### config.mk
export PLATFORM = sky130hd
export DESIGN_NAME = mem_access_stage_flat
export DESIGN_NICKNAME = d
export VERILOG_FILES = /design/src/rtl/mem_access_if.sv /design/src/rtl/mem_access_stage.sv /design/src/flat_wrapper.sv
export SDC_FILE = /design/constraint.sdc
export NUM_CORES = 1
export LEC_CHECK = 0
export ABC_AREA = 1
export BUFFER_PORTS_ARGS = -buffer_cell sky130_fd_sc_hd__buf_2
export CORE_AREA = 2 2 90 92
export CTS_BUF_LIST = sky130_fd_sc_hd__clkbuf_8
export DETAILED_ROUTE_END_ITERATION = 10
export DIE_AREA = 0 0 92 94
export GPL_ROUTABILITY_DRIVEN = 0
export HOLD_SLACK_MARGIN = 0.08
export PLACE_DENSITY = 0.78
export SLEW_MARGIN = 5
export SYNTH_ARGS = -nofsm -noshare
export SYNTH_HDL_FRONTEND = slang
export SYNTH_SLANG_ARGS = --single-unit
### constraint.sdc
create_clock -name clk -period 1.9 [get_ports clk]
set_input_delay 0.475 -clock clk [delete_from_list [all_inputs] [get_ports clk]]
set_output_delay 0.475 -clock clk [all_outputs]
set_load 0.02 [all_outputs]
### src/rtl/mem_access_if.sv
// rtl/mem_access_if.sv - data-memory request/acknowledge bus between the MEM stage and data memory
interface mem_access_if;
    logic        dmem_req;
    logic        dmem_we;
    logic [29:0] dmem_addr;
    logic [31:0] dmem_wdata;
    logic [31:0] dmem_rdata;
    logic        dmem_ack;

    modport master (
        output dmem_req,
        output dmem_we,
        output dmem_addr,
        output dmem_wdata,
        input  dmem_rdata,
        input  dmem_ack
    );

    modport slave (
        input  dmem_req,
        input  dmem_we,
        input  dmem_addr,
        input  dmem_wdata,
        output dmem_rdata,
        output dmem_ack
    );
endinterface

### src/rtl/mem_access_stage.sv
// rtl/mem_access_stage.sv - MIPS MEM stage: dmem handshake, stall, counters; optional watchdog via MEM_ACCESS_TIMEOUT_EN
module mem_access_stage #(
    parameter logic [3:0] TIMEOUT = 4'd15
) (
    input  logic         clk,
    input  logic         rst,
    input  logic         mwreg,
    input  logic         mm2reg,
    input  logic         mwmem,
    input  logic [31:0]  maluout,
    input  logic [31:0]  mb,
    output logic         mwreg_out,
    output logic [31:0]  data_out,
    output logic         stall,
    output logic         misalign,
    output logic         timeout_err,
    output logic [15:0]  acc_cnt,
    output logic [15:0]  stall_cnt,
    mem_access_if.master mem
);
    typedef enum logic {IDLE, WAIT} state_t;

    state_t state;
    logic   acc;
    logic   req;
    logic   forced;

    // A load+store combination is treated as a store (dmem_we follows mwmem).
    assign acc = mm2reg | mwmem;
    assign req = ((state == IDLE) && acc) || (state == WAIT);

`ifdef MEM_ACCESS_TIMEOUT_EN
    logic [3:0] wait_cnt;

    // Expiry fires in the WAIT cycle where the count would reach TIMEOUT; a real ack in that cycle wins.
    assign forced = (state == WAIT) && !mem.dmem_ack && (wait_cnt == TIMEOUT - 4'd1);

    // Watchdog counter: cleared when a request starts waiting, counts every WAIT cycle.
    always_ff @(posedge clk or posedge rst) begin
        if (rst) begin
            wait_cnt <= 4'd0;
        end else if ((state == IDLE) && acc && !mem.dmem_ack) begin
            wait_cnt <= 4'd0;
        end else if (state == WAIT) begin
            wait_cnt <= wait_cnt + 4'd1;
        end
    end

    // Sticky record that some access was abandoned by the watchdog.
    always_ff @(posedge clk or posedge rst) begin
        if (rst) begin
            timeout_err <= 1'b0;
        end else if (forced) begin
            timeout_err <= 1'b1;
        end
    end
`else
    assign forced = 1'b0;
    // TIMEOUT only matters for the watchdog build; the flag is tied low here.
    assign timeout_err = 1'b0 & (TIMEOUT != 4'd0);
`endif

    assign mem.dmem_req   = req;
    assign mem.dmem_we    = req & mwmem;
    assign mem.dmem_addr  = maluout[31:2];
    assign mem.dmem_wdata = mb;

    // A forced completion releases the pipeline without an ack and delivers zero data.
    assign stall     = req & ~mem.dmem_ack & ~forced;
    assign mwreg_out = mwreg & ~stall;
    assign data_out  = (mm2reg && !forced) ? mem.dmem_rdata : 32'h0;

    // Handshake FSM: zero-wait acks never leave IDLE.
    always_ff @(posedge clk or posedge rst) begin
        if (rst) begin
            state <= IDLE;
        end else begin
            case (state)
                IDLE:    if (acc && !mem.dmem_ack) state <= WAIT;
                WAIT:    if (mem.dmem_ack || forced) state <= IDLE;
                default: state <= IDLE;
            endcase
        end
    end

    // Saturating performance counters and the sticky misalignment flag.
    always_ff @(posedge clk or posedge rst) begin
        if (rst) begin
            acc_cnt   <= 16'h0;
            stall_cnt <= 16'h0;
            misalign  <= 1'b0;
        end else begin
            if (req && mem.dmem_ack && (acc_cnt != 16'hFFFF)) begin
                acc_cnt <= acc_cnt + 16'd1;
            end
            if (stall && (stall_cnt != 16'hFFFF)) begin
                stall_cnt <= stall_cnt + 16'd1;
            end
            if (req && (maluout[1:0] != 2'b00)) begin
                misalign <= 1'b1;
            end
        end
    end
endmodule

### src/flat_wrapper.sv
// flat-port wrapper written by rule: the top's interface ports become plain ports
module mem_access_stage_flat 
#(
    parameter logic [3:0] TIMEOUT = 4'd15
)
  (clk, rst, mwreg, mm2reg, mwmem, maluout, mb, mwreg_out, data_out, stall, misalign, timeout_err, acc_cnt, stall_cnt, mem_dmem_req, mem_dmem_we, mem_dmem_addr, mem_dmem_wdata, mem_dmem_rdata, mem_dmem_ack);
  mem_access_if mem_i ();
  input  logic clk;
  input  logic rst;
  input  logic mwreg;
  input  logic mm2reg;
  input  logic mwmem;
  input  logic [31:0] maluout;
  input  logic [31:0] mb;
  output logic mwreg_out;
  output logic [31:0] data_out;
  output logic stall;
  output logic misalign;
  output logic timeout_err;
  output logic [15:0] acc_cnt;
  output logic [15:0] stall_cnt;
  output wire logic [$bits(mem_i.dmem_req)-1:0] mem_dmem_req;
  output wire logic [$bits(mem_i.dmem_we)-1:0] mem_dmem_we;
  output wire logic [$bits(mem_i.dmem_addr)-1:0] mem_dmem_addr;
  output wire logic [$bits(mem_i.dmem_wdata)-1:0] mem_dmem_wdata;
  input wire logic [$bits(mem_i.dmem_rdata)-1:0] mem_dmem_rdata;
  input wire logic [$bits(mem_i.dmem_ack)-1:0] mem_dmem_ack;
  assign mem_dmem_req = mem_i.dmem_req;
  assign mem_dmem_we = mem_i.dmem_we;
  assign mem_dmem_addr = mem_i.dmem_addr;
  assign mem_dmem_wdata = mem_i.dmem_wdata;
  assign mem_i.dmem_rdata = mem_dmem_rdata;
  assign mem_i.dmem_ack = mem_dmem_ack;
  mem_access_stage #(.TIMEOUT(TIMEOUT)) u_core (.clk(clk), .rst(rst), .mwreg(mwreg), .mm2reg(mm2reg), .mwmem(mwmem), .maluout(maluout), .mb(mb), .mwreg_out(mwreg_out), .data_out(data_out), .stall(stall), .misalign(misalign), .timeout_err(timeout_err), .acc_cnt(acc_cnt), .stall_cnt(stall_cnt), .mem(mem_i));
endmodule
Word-level counts from Yosys, hierarchy flattened
Index checks and enable logic that the tools add are counted.

Word-level logic and storage cells: 28. Output and inout bits: 132. Flip-flop bits (word level): 34.

Add/subtract/negate cells: 2. Reduce and logical (&&, ||, !) cells: 9. Equal/unequal tests: 2. Bitwise logic cells: 7. Muxes and demuxes: 4.

Operator list (count): adder 16 x 1 -> 16 bit, second input constant (2); two-way mux 32 bit (1); inequality test 16 bit, second input constant (2); logical AND 1 bit (6); bitwise AND 1 bit (3); inverter 1 bit (3); two-way mux 1 bit (2); one-hot mux 1 bit (2 select lines) (1); nonzero test 2 bit (1); logical NOT 1 bit (1); logical OR 1 bit (1); bitwise OR 1 bit (1).

Depth between registers and ports, before layout
Word-level depth: 6. Mapped depth: 9.

Worst setup path before layout
No wires, ideal clock.

Kind: input -> output. Start point: input mm2reg. End point: output mwreg_out. Arrival: 1326 ps. Slack: 99 ps. Buffers on the path: 1. Required time: 1425 ps. Stages: 6. Path through: buf_2 nor2_4 nand2_4 nand2_2 inv_2 nor2_1.

Cells in the longest elaborated chain, start to end: 6.

RTL lines: from (decl) (line flat_wrapper.sv:11) `input logic mm2reg;`; bitwise OR 1 bit (line mem_access_stage.sv:29) `assign acc = mm2reg | mwmem;`; logical AND 1 bit (line mem_access_stage.sv:30) `assign req = ((state == IDLE) && acc) || (state == WAIT);`; logical OR 1 bit (line mem_access_stage.sv:30); net mem_dmem_req (line flat_wrapper.sv:22) `output wire logic [$bits(mem_i.dmem_req)-1:0] mem_dmem_req;`; bitwise AND 1 bit (line mem_access_stage.sv:69) `assign stall = req & ~mem.dmem_ack & ~forced;`; net stall (line flat_wrapper.sv:17) `output logic stall;`; inverter 1 bit (line mem_access_stage.sv:70) `assign mwreg_out = mwreg & ~stall;`; bitwise AND 1 bit (line mem_access_stage.sv:70); to (decl) (line flat_wrapper.sv:15) `output logic mwreg_out;`.

The timed path passes the listed nets, and every way through them passes these cells.

Worst setup path in the final report
Start point: input mm2reg. End point: output data_out[26].

Cells in the longest elaborated chain, start to end: 1.

RTL lines: two-way mux 32 bit (line mem_access_stage.sv:71) `assign data_out = (mm2reg && !forced) ? mem.dmem_rdata : 32'h0;`; to (decl) (line flat_wrapper.sv:16) `output logic [31:0] data_out;`.

No other way between the ends.

==> metrics.csv <==
metric,value,unit
DPL Wire Length,6900,um
register area,851,um2
area of the multi-input gates,1270,um2
# setup viols final,0,
peak supply drop,0.584,mV
post-route antenna net violation count,0,
Tightest Hold Check Type,in2async,
# Post-CTS Setup Buffers,0,
Slew @ Worst Pin,527,ps
CTS tree,done,
largest net degree at the start of global routing,35,
LEAKAGE,1.85,nW
vias in the first global route,2528,
arrival time worst endpoint,1210,ps
width of the chip,92,um
post-synthesis sequential area ratio,29.2,%
worst flop-to-flop path endpoint,u_core.stall_cnt[11],
Final Instance Area,3180,um2
clk_lat worst skew,280,ps
Area after DPL,3100,um2
hold bufs inserted after CTS,0,
endpoints failing hold,0,
drt pass-1 iters,4,
ant diodes,0,
Unique masters post-synth,24,
worst clock skew,3.07,ps
GRT Total Usage,18.4,%
IO Pins,234,
fmax,0.593,GHz
I/O Buffers,108,
reg-to-reg startpoint,u_core.stall_cnt[0],
DRC,0,
crit start category,input pin,
row count,32,
Gate Count Post-Synth,433,
"flops & latches, synth",34,
routed vias,2752,
FF-to-FF path depth,7,
share of cells above drive strength 1,32.8,%
vias per cell,4.71,
Worst Setup Path Type,in2out,
Ys Warns,0,
Post-Syn Area,2910,um2
initial antenna violation count,0,
CTS Sinks,34,
Core ar.,7610,um2
critical path peak fanout,32,
starting density of the core,38.3,%
pre-CTS setup slack,20.2,ps
CTS max path bufs,2,
Max H-tree Level,2,
outcome,"complete, no violations",
worst setup margin,215,ps
CP required,1420,ps
R2R setup slack,230,ps
"commonest cells after routing, fill and taps aside","nand2_1, buf_2, inv_1",
final worst path period need,1690,ps
1st-iter DRT viols,69,
Power Total,0.00252,W
crit end category,output port,
total gr overflow,0,
max_cap viols,0,
Fillers,810,
"leading cell type in the layout, fill and taps excluded",nand2_1,
final WL,8360,um
Avg Inst Size Synth,6.72,um2
final period utilization,88.7,%
Pwr Density,792,nW/um2
TritonCTS Buffers,5,
Slew HR,64.8,%
Final Max Tran Viols,0,
Synthesized Nets,537,
RSZ-0062 raised after global routing,no,
DR WL/cell,14.3,um
Setup Total Neg Slack,0,ps
Clock transition at path regs,70,ps
Die H,94,um
clk root buf,clkbuf_8,
NumNets Final,587,
area grow syn2layout,9.33,%
global-route wire length before repair,12700,um
DIE AREA,8650,um2
## sequential cells by signal, summed over array words and instances (netlist names)
signal            count
u_core.stall_cnt     16
u_core.state          1
u_core.misalign       1
u_core.acc_cnt       16
## layout make-up
type	count	share of cell area [%]
clock buffer	6	2.59
inverter	70	8.25
multi-input combinational	258	40.0
sequential	34	26.7
tap	102	4.01
timing repair buffer	114	18.4
## cells in the mapped netlist
library cell	count	share of area, %
nor2_4	4	1.5
nand3_2	2	0.69
o21ai_0	3	0.52
clkbuf_1	4	0.52
nand2_1	140	18
o21ai_1	4	0.69
buf_6	3	1.2
conb_1	1	0.13
buf_2	1	0.17
nand2_4	3	1.2
o21ai_2	12	3.6
xor2_1	4	1.2
dfrtp_1	34	29
buf_4	63	16
nand4_1	13	2.8
nand3b_1	1	0.26
nand3_1	18	3.1
inv_2	3	0.39
nor2_1	30	3.9
xnor2_1	8	2.4
ha_1	2	0.86
nand2_2	6	1.3
inv_1	67	8.6
nor2_2	7	1.5
## worst max-delay path by stage
stage | from | end | cells past startpoint
after detailed placement | u_core.acc_cnt[0] | u_core.acc_cnt[10] | 8
after global routing | u_core.stall_cnt[0] | u_core.stall_cnt[7] | 8
final | mm2reg | data_out[26] | 5
after CTS | u_core.acc_cnt[0] | u_core.acc_cnt[10] | 8
after global placement | u_core.acc_cnt[0] | u_core.acc_cnt[11] | 8
after floorplan | mm2reg | mwreg_out | 6
## per-stage QoR
| step | hold slack (ps) | utilization [%] | instances |
|---|---|---|---|
| 4_1_cts | 308 | 41.8 | 584 |
| 3_5_place_dp | 453 | 40.7 | 578 |
| 5_1_grt | 319 | 41.8 | 584 |
| 2_1_floorplan | 574 | - | 433 |
| 3_3_place_gp | 444 | 40.7 | 578 |
| 6_report | 288 | 41.8 | 584 |
## where the power goes
group	switching, W	internal, W
registers	0.000204	0.000851
clock network	0.000256	0.000280
logic	0.000582	0.000348
total	0.00104	0.00148
## per-layer routing
| layer | track usage (%) | vias to the layer above | routed length [um] |
|---|---|---|---|
| li1 | - | 1336 | - |
| met1 | 22.3 | 1256 | 3330 |
| met2 | 30.5 | 146 | 3960 |
| met3 | 7.06 | 14 | 948 |
| met4 | 5.22 | 0 | 123 |
| met5 | 0 | - | 0 |
## repair_timing
action                     in CTS  in global routing
resized for setup               0                  1
setup endpoints to repair       0                  7
hold endpoints to repair        0                  0
## cells by family after synthesis
kind of cell	share of synthesized area (%)
AO/OA/AOI/OAI	4.81
XOR/XNOR	3.61
adder cells (fa/ha/maj)	0.859
buffers and inverters	27.1
flip-flops	29.2
other	0.129
AND/OR/NAND/NOR	34.3
## critical path, cell delays in order
cell,delay (ps)
buf_2,110
buf_4,280
nand2_1,110
inv_1,70
buf_2,150
Power figures use the tool's default switching activity.
